<file path="config.mk">
export PLATFORM = sky130hd
export DESIGN_NAME = fetch_sequencer
export DESIGN_NICKNAME = d
export VERILOG_FILES = /design/src/rtl/fetch_pkg.sv /design/src/rtl/fetch_sequencer.sv
export SDC_FILE = /design/constraint.sdc
export NUM_CORES = 1
export LEC_CHECK = 0
export ABC_AREA = 1
export CORE_UTILIZATION = 35
export DETAILED_ROUTE_END_ITERATION = 12
export GPL_TIMING_DRIVEN = 0
export PLACE_DENSITY_LB_ADDON = 0.3
export SYNTH_ARGS = -nofsm -noshare
export SYNTH_HDL_FRONTEND = slang
export SYNTH_SLANG_ARGS = --single-unit
export TNS_END_PERCENT = 1
</file>
<file path="constraint.sdc">
create_clock -name clk -period 1 [get_ports clk]
set_input_delay 0.1 -clock clk [delete_from_list [all_inputs] [get_ports clk]]
set_output_delay 0.1 -clock clk [all_outputs]
set_load 0.01 [all_outputs]
</file>
<file path="src/rtl/fetch_pkg.sv">
// Shared types and constants for the fetch sequencer: default widths,
// HALT opcode and its field position, and the sequencer state encoding.
package fetch_pkg;

  localparam int DEFAULT_PC_W    = 8;
  localparam int DEFAULT_INSTR_W = 24;

  localparam logic [7:0] HALT_OPCODE = 8'hFF;
  localparam int         OPC_HI      = 23;
  localparam int         OPC_LO      = 16;

  typedef enum logic [1:0] {
    IDLE,
    RUN,
    HALT
  } fetch_state_t;

endpackage

</file>
<file path="src/rtl/fetch_sequencer.sv">
// PC sequencer and fetch output stage between the combinational ROM and decode.
// Optional FETCH_STATS_EN adds a saturating 16-bit load counter (fetch_count).
module fetch_sequencer #(
  parameter int              PC_W     = fetch_pkg::DEFAULT_PC_W,
  parameter int              INSTR_W  = fetch_pkg::DEFAULT_INSTR_W,
  parameter logic [PC_W-1:0] RESET_PC = '0
) (
  input  logic               clk,
  input  logic               reset,
  output logic [PC_W-1:0]    pc,
  input  logic [INSTR_W-1:0] instr_in,
  input  logic               redirect_valid,
  input  logic [PC_W-1:0]    redirect_target,
  output logic               out_valid,
  input  logic               out_ready,
  output logic [INSTR_W-1:0] out_instr,
  output logic [PC_W-1:0]    out_pc,
  output logic               halted
`ifdef FETCH_STATS_EN
  ,
  output logic [15:0]        fetch_count
`endif
);

  import fetch_pkg::*;

  fetch_state_t       state_q, state_d;
  logic [PC_W-1:0]    pc_q, pc_d;
  logic               out_valid_q, out_valid_d;
  logic [INSTR_W-1:0] out_instr_q, out_instr_d;
  logic [PC_W-1:0]    out_pc_q, out_pc_d;
  logic               load;

  // A redirect discards the word on instr_in, so it suppresses the load.
  assign load = (state_q == RUN) && (!out_valid_q || out_ready) && !redirect_valid;

  always_comb begin
    state_d     = state_q;
    pc_d        = pc_q;
    out_valid_d = out_valid_q;
    out_instr_d = out_instr_q;
    out_pc_d    = out_pc_q;

    if (redirect_valid) begin
      pc_d        = redirect_target;
      out_valid_d = 1'b0;
      state_d     = RUN;
    end else begin
      case (state_q)
        IDLE: state_d = RUN;
        RUN: begin
          if (load) begin
            out_instr_d = instr_in;
            out_pc_d    = pc_q;
            out_valid_d = 1'b1;
            pc_d        = pc_q + 1'b1;
            if (instr_in[OPC_HI:OPC_LO] == HALT_OPCODE) begin
              state_d = HALT;
            end
          end
        end
        HALT: begin
          if (out_valid_q && out_ready) begin
            out_valid_d = 1'b0;
          end
        end
        default: state_d = IDLE;
      endcase
    end
  end

  always_ff @(posedge clk) begin
    if (reset) begin
      state_q     <= IDLE;
      pc_q        <= RESET_PC;
      out_valid_q <= 1'b0;
      out_instr_q <= '0;
      out_pc_q    <= '0;
    end else begin
      state_q     <= state_d;
      pc_q        <= pc_d;
      out_valid_q <= out_valid_d;
      out_instr_q <= out_instr_d;
      out_pc_q    <= out_pc_d;
    end
  end

  assign pc        = pc_q;
  assign out_valid = out_valid_q;
  assign out_instr = out_instr_q;
  assign out_pc    = out_pc_q;
  assign halted    = (state_q == HALT);

`ifdef FETCH_STATS_EN
  logic [15:0] fetch_count_q;

  // Survives redirects; only reset clears it.
  always_ff @(posedge clk) begin
    if (reset) begin
      fetch_count_q <= '0;
    end else if (load && (fetch_count_q != 16'hFFFF)) begin
      fetch_count_q <= fetch_count_q + 16'd1;
    end
  end

  assign fetch_count = fetch_count_q;
`endif

endmodule
</file>
# [Word level (Yosys, flattened, before mapping)]
# Index checks and enable logic that the tools add are counted.
[totals] reg_bits=43 in_bits=36 out_inout_bits=42 elab_cells=44
[op_classes] n_addsub=1 eq_ne=9 n_mux=10 n_bitwise=2 n_reduce_logical=16
[ops] operator="two-way mux 8 bit" n=3
[ops] operator="AND reduction 3 bit" n=4
[ops] operator="adder 8 x 1 -> 8 bit (second input constant)" n=1
[ops] operator="equality test 8 bit (second input constant)" n=1
[ops] operator="one-hot mux 2 bit (3 select lines)" n=1
[ops] operator="nonzero test 2 bit" n=3
[ops] operator="two-way mux 2 bit" n=2
[ops] operator="!= test 2 x 1 -> 1 bit (second input constant)" n=2
[ops] operator="!= test 2 bit (second input constant)" n=2
[ops] operator="logical AND 1 bit" n=3
[ops] operator="two-way mux 1 bit" n=3
[ops] operator="!= test 3 x 2 -> 1 bit (second input constant)" n=1
[ops] operator="!= test 3 bit (second input constant)" n=1
[ops] operator="equality test 2 x 1 -> 1 bit (second input constant)" n=1
[ops] operator="equality test 2 bit (second input constant)" n=1
[ops] operator="logical NOT 1 bit" n=2
[ops] operator="logical NOT 2 bit" n=1
[ops] operator="NOT 1 bit" n=2
[ops] operator="one-hot mux 1 bit (2 select lines)" n=1
[ops] operator="AND reduction 2 bit" n=1
[ops] operator="OR reduction 2 bit" n=1
[ops] operator="logical OR 1 bit" n=1

# [Depth between registers and ports, before layout]
[logic_depth] word_depth=7 ltp_mapped=9 ltp_nobuf=9

# [Worst setup path after synthesis]
# Ideal clock, no wire load.
[synth_path] path_kind="register to register" start="register pc_q[0], in the netlist pc[0]" end="register pc_q[6], in the netlist pc[6]" setup_time_ps=70 arrival_time_ps=1063 required_ps=930 slack_ps=-133 stages_incl_launch_ff=8 n_path_buf=0 period_less_slack_ps=1133 path_cell_list="dfxtp_1 ha_1 nand2_1 inv_1 nand3_1 nand2_1 nand3_1 a21oi_1"
[synth_between] elab_chain_cells=4
[synth_lines] element="from (decl)" line_no="fetch_sequencer.sv:28" text="logic [PC_W-1:0] pc_q, pc_d;"
[synth_lines] element="from (signal assigned)" line_no="fetch_sequencer.sv:81" text="pc_q <= pc_d;"
[synth_lines] element="adder 8 x 1 -> 8 bit" line_no="fetch_sequencer.sv:56" text="pc_d = pc_q + 1'b1;"
[synth_lines] element="two-way mux 8 bit" line_no="fetch_sequencer.sv:52" text="if (load) begin"
[synth_lines] element="two-way mux 8 bit" line_no="fetch_sequencer.sv:49" text="case (state_q)"
[synth_lines] element="two-way mux 8 bit" line_no="fetch_sequencer.sv:44" text="if (redirect_valid) begin"
# Every way passes these cells. The select of a mux whose other input is x is not followed.
# A chain may end at the register's enable or synchronous reset.

# [Final worst setup path]
[layout_path] start="register state_q[0]" end="register out_instr_q[23], in the netlist out_instr[23]"
[layout_between] elab_chain_cells=4
[layout_lines] element="from (decl)" line_no="fetch_sequencer.sv:27" text="fetch_state_t state_q, state_d;"
[layout_lines] element="from (signal assigned)" line_no="fetch_sequencer.sv:80" text="state_q <= state_d;"
[layout_lines] element="equality test 2 x 1 -> 1 bit *" line_no="fetch_sequencer.sv:35, fetch_sequencer.sv:49"
[layout_lines] element="logical AND 1 bit (2 in series)" line_no="fetch_sequencer.sv:35" text="assign load = (state_q == RUN) && (!out_valid_q || out_ready) && !redirect_valid;"
[layout_lines] element="AND reduction 3 bit (no line) *"
[layout_lines] element="to (signal assigned)" line_no="fetch_sequencer.sv:83" text="out_instr_q <= out_instr_d;"
[layout_lines] element="to (decl)" line_no="fetch_sequencer.sv:30" text="logic [INSTR_W-1:0] out_instr_q, out_instr_d;"
# Every way passes the cells marked *; elsewhere a longest branch is shown, timed or not.

==> impl_results.md <==
* Status: finished, violations left
* Failing checks: negative setup slack
* DPL Wire Length at 3361 um
* Capturing point of the worst reg2reg path: out_instr[23]
* Min cycle time layout at roughly 1.2 ns
* Top Ports at 78
* GRT Util Overall at 0.1776
* Die area at 5332 um2
* Static Leak at 1.177 nW
* Residual DRC at 0
* Total CTS buffers at 5
* Largest net degree at the start of global routing at 14
* Final nets at 362
* Startpoint Class: register
* DR vias/cell at 4.585
* Cell count after synthesis at 238
* First-pass GRT wire length at 7086 um
* Final Util at 0.5757
* DRT Wirelength at 4909 um
* Diodes inserted at 0
* Vias at 1802
* FF-to-FF Start: state_q[0]
* Max incr delay on CP at between 0.3 and 0.4 ns
* Die H at 73.02 um
* Seq cells post-synth at 43
* CTS root buf: clkbuf_8
* Fin. Hold Viols at 0
* Fmax at about 830 MHz
* Vias in the first global route at 1551
* Total power at ~4.0 mW
* Max Cap Violations at 0
* H-tree Lvls at 2
* Core area at 4786 um2
* Yosys warnings at 0
* Wirelength per Cell at 12.49 um
* Initial core utilization at 0.3689
* Reg area at 884.6 um2
* Final WS setup at -0.2008 ns
* Worst hold slack at 0.1025 ns
* Placed cell areas at 2609 um2
* Max Slew Vio Count at 0
* Remaining global-route overflow at 0
* Final setup vio count at 43
* Slew of the pin with the lowest slew margin at approximately 0.55 ns
* RSZ-0062 raised after global routing: true
* Fin cells at roughly 390
* Clock transition at path regs at ~0.080 ns
* Cell count along the critical path at 7
* Crit path arrival time at 1.37 ns
* Crit path max-delay family: buffers and inverters
* Synth cell types at 19
* Initial antenna violation count at 0
* Area growth syn-to-layout at 56.06%
* Pre-CTS setup slack at -0.4380 ns
* R2R depth at 7
* Period Utilization, post-route at 1.201
* CP Capture Point: out_instr[23]
* Setup TNS Final at -5.694 ns
* Syn nets at 275
* WP buf/inv at 3
* Die width at 73.02 um
* PwrDens at 1457 nW/um2
* DRT iter0 DRCs at 60
* Post-route cell area at 2755 um2
* Clock latency on the worst-skew pair at 0.30 ns
* Placer congestion estimate at about 0.88
* ANT nets after route at 0
* Slowest CP cell: dfxtp_2
* IO Port Bufs at 75
* Crit Path Max Fanout at 8
* Critical setup path kind: reg2reg
* Sequential fraction of the synthesis area at 0.4876
* Post-Place Cells at 380
* Pre-antenna DRT Iters at 4
* Worst vdd ir at approximately 900 uV
* Multi-input gate area at between 800 and 900 um2
* Proportion of layout cells with a drive suffix above 1 at 0.2791
* R2r setup slk at -0.20 ns
* Max-slew headroom at 0.6324
* TritonCTS clock tree: yes
* Req. time, crit path at 1.17 ns
* Crit. End Element: register
* Max Root-Sink Buffers at 2
* Mapped Area at 1765 um2
* Setup crit start: state_q[0]
* CP Cell Sequence: inv_2, nor2_4, nand3_4, buf_12, clkbuf_16, nand2_2, a21oi_2
* Hold WC Path Type: in2reg
* Fill cell count at 473
* Post-synthesis area per instance at 7.418 um2
* Clock Sinks at 43
* Core Rows at 25
* Final worst clock skew at 0.003923 ns
power breakdown:
part	leakage [nW]	internal [mW]	total (mW)	switching (mW)
combinational	0.757	0.336	0.649	0.313
sequential	0.357	1.80	1.87	0.0650
clock	0.0636	0.898	1.50	0.603
sequential cells by signal, indices dropped and copies added, names as in the netlist:
| register | count |
|---|---|
| state_q | 2 |
| out_valid | 1 |
| out_instr | 24 |
| out_pc | 8 |
| pc | 8 |
how the worst min path moves through the flow:
stage | from | to | slack, ns | cells past startpoint
floorplan | instr_in[14] | out_instr[14] | 0.24 | 2
CTS | redirect_valid | pc[2] | 0.09 | 3
global route | redirect_valid | pc[1] | 0.11 | 3
global placement | redirect_valid | pc[1] | 0.41 | 3
detailed placement | redirect_valid | pc[1] | 0.42 | 3
finish | redirect_valid | pc[2] | 0.10 | 3
worst min-delay path, stage by stage:
cell and delay [ns]:
buf_6 0.12, nand2_1 0.06, a31oi_1 0.07
kinds of logic (layout without fill, tap and decap cells):
group | count (synthesis) | count (layout) | share of synthesized area
AO/OA/AOI/OAI | 55 | 55 | 0.1573
adder cells (fa/ha/maj) | 1 | 1 | 0.007086
buffers and inverters | 34 | 122 | 0.09779
flip-flops | 43 | 43 | 0.4876
AND/OR/NAND/NOR | 105 | 105 | 0.2502
Yosys cell counts:
| cell | number | area [um2] |
|---|---|---|
| a21oi_1 | 39 | 195.2 |
| a31oi_1 | 2 | 12.51 |
| buf_2 | 2 | 10.01 |
| buf_4 | 2 | 15.01 |
| buf_6 | 4 | 45.04 |
| clkbuf_1 | 4 | 15.01 |
| dfxtp_1 | 43 | 860.8 |
| ha_1 | 1 | 12.51 |
| inv_1 | 20 | 75.07 |
| inv_4 | 2 | 12.51 |
| nand2_1 | 80 | 300.3 |
| nand3_1 | 11 | 55.05 |
| nand3_4 | 1 | 17.52 |
| nand4_1 | 3 | 18.77 |
| nor2_1 | 7 | 26.28 |
| nor2_2 | 2 | 12.51 |
| nor2_4 | 1 | 11.26 |
| o21ai_0 | 13 | 65.06 |
| o21ai_1 | 1 | 5.000 |
cell type report:
type,count,share of cell area
Inverter,22,0.03361
Sequential cell,43,0.3211
Buffer,12,0.04314
Multi-Input combinational cell,161,0.2906
Clock buffer,7,0.03542
Timing Repair Buffer,80,0.2348
Tap cell,67,0.03043
Clock inverter,1,0.01090
placed cells by master, fill, tap and decap left out, types with 7 or more instances in the layout:
cell | Yosys | final
nor2_1 | 7 | 7
o21ai_0 | 13 | 12
nand3_1 | 11 | 8
dfxtp_2 | 0 | 7
buf_2 | 2 | 12
clkbuf_2 | 0 | 25
a21oi_1 | 39 | 34
clkdlybuf4s50_1 | 0 | 33
inv_1 | 20 | 18
nand2_1 | 80 | 73
dfxtp_1 | 43 | 32
layer usage:
metal | GRT usage | up-vias | routed length (um)
met5 | 0 | - | 0
met4 | 0.06536 | 0 | 59
met3 | 0.06215 | 6 | 318
met2 | 0.2860 | 60 | 2353
met1 | 0.2179 | 800 | 2177
li1 | - | 936 | -
what timing repair did:
item                                    in CTS  in global routing
hold buffers                                 0                  0
gates resized for setup                    106                 69
endpoints found under the setup margin      84                 80
buffers inserted                             0                  3
pin swaps                                    0                 10
gates cloned                                 0                  2
(Power assumes the default switching activity.)
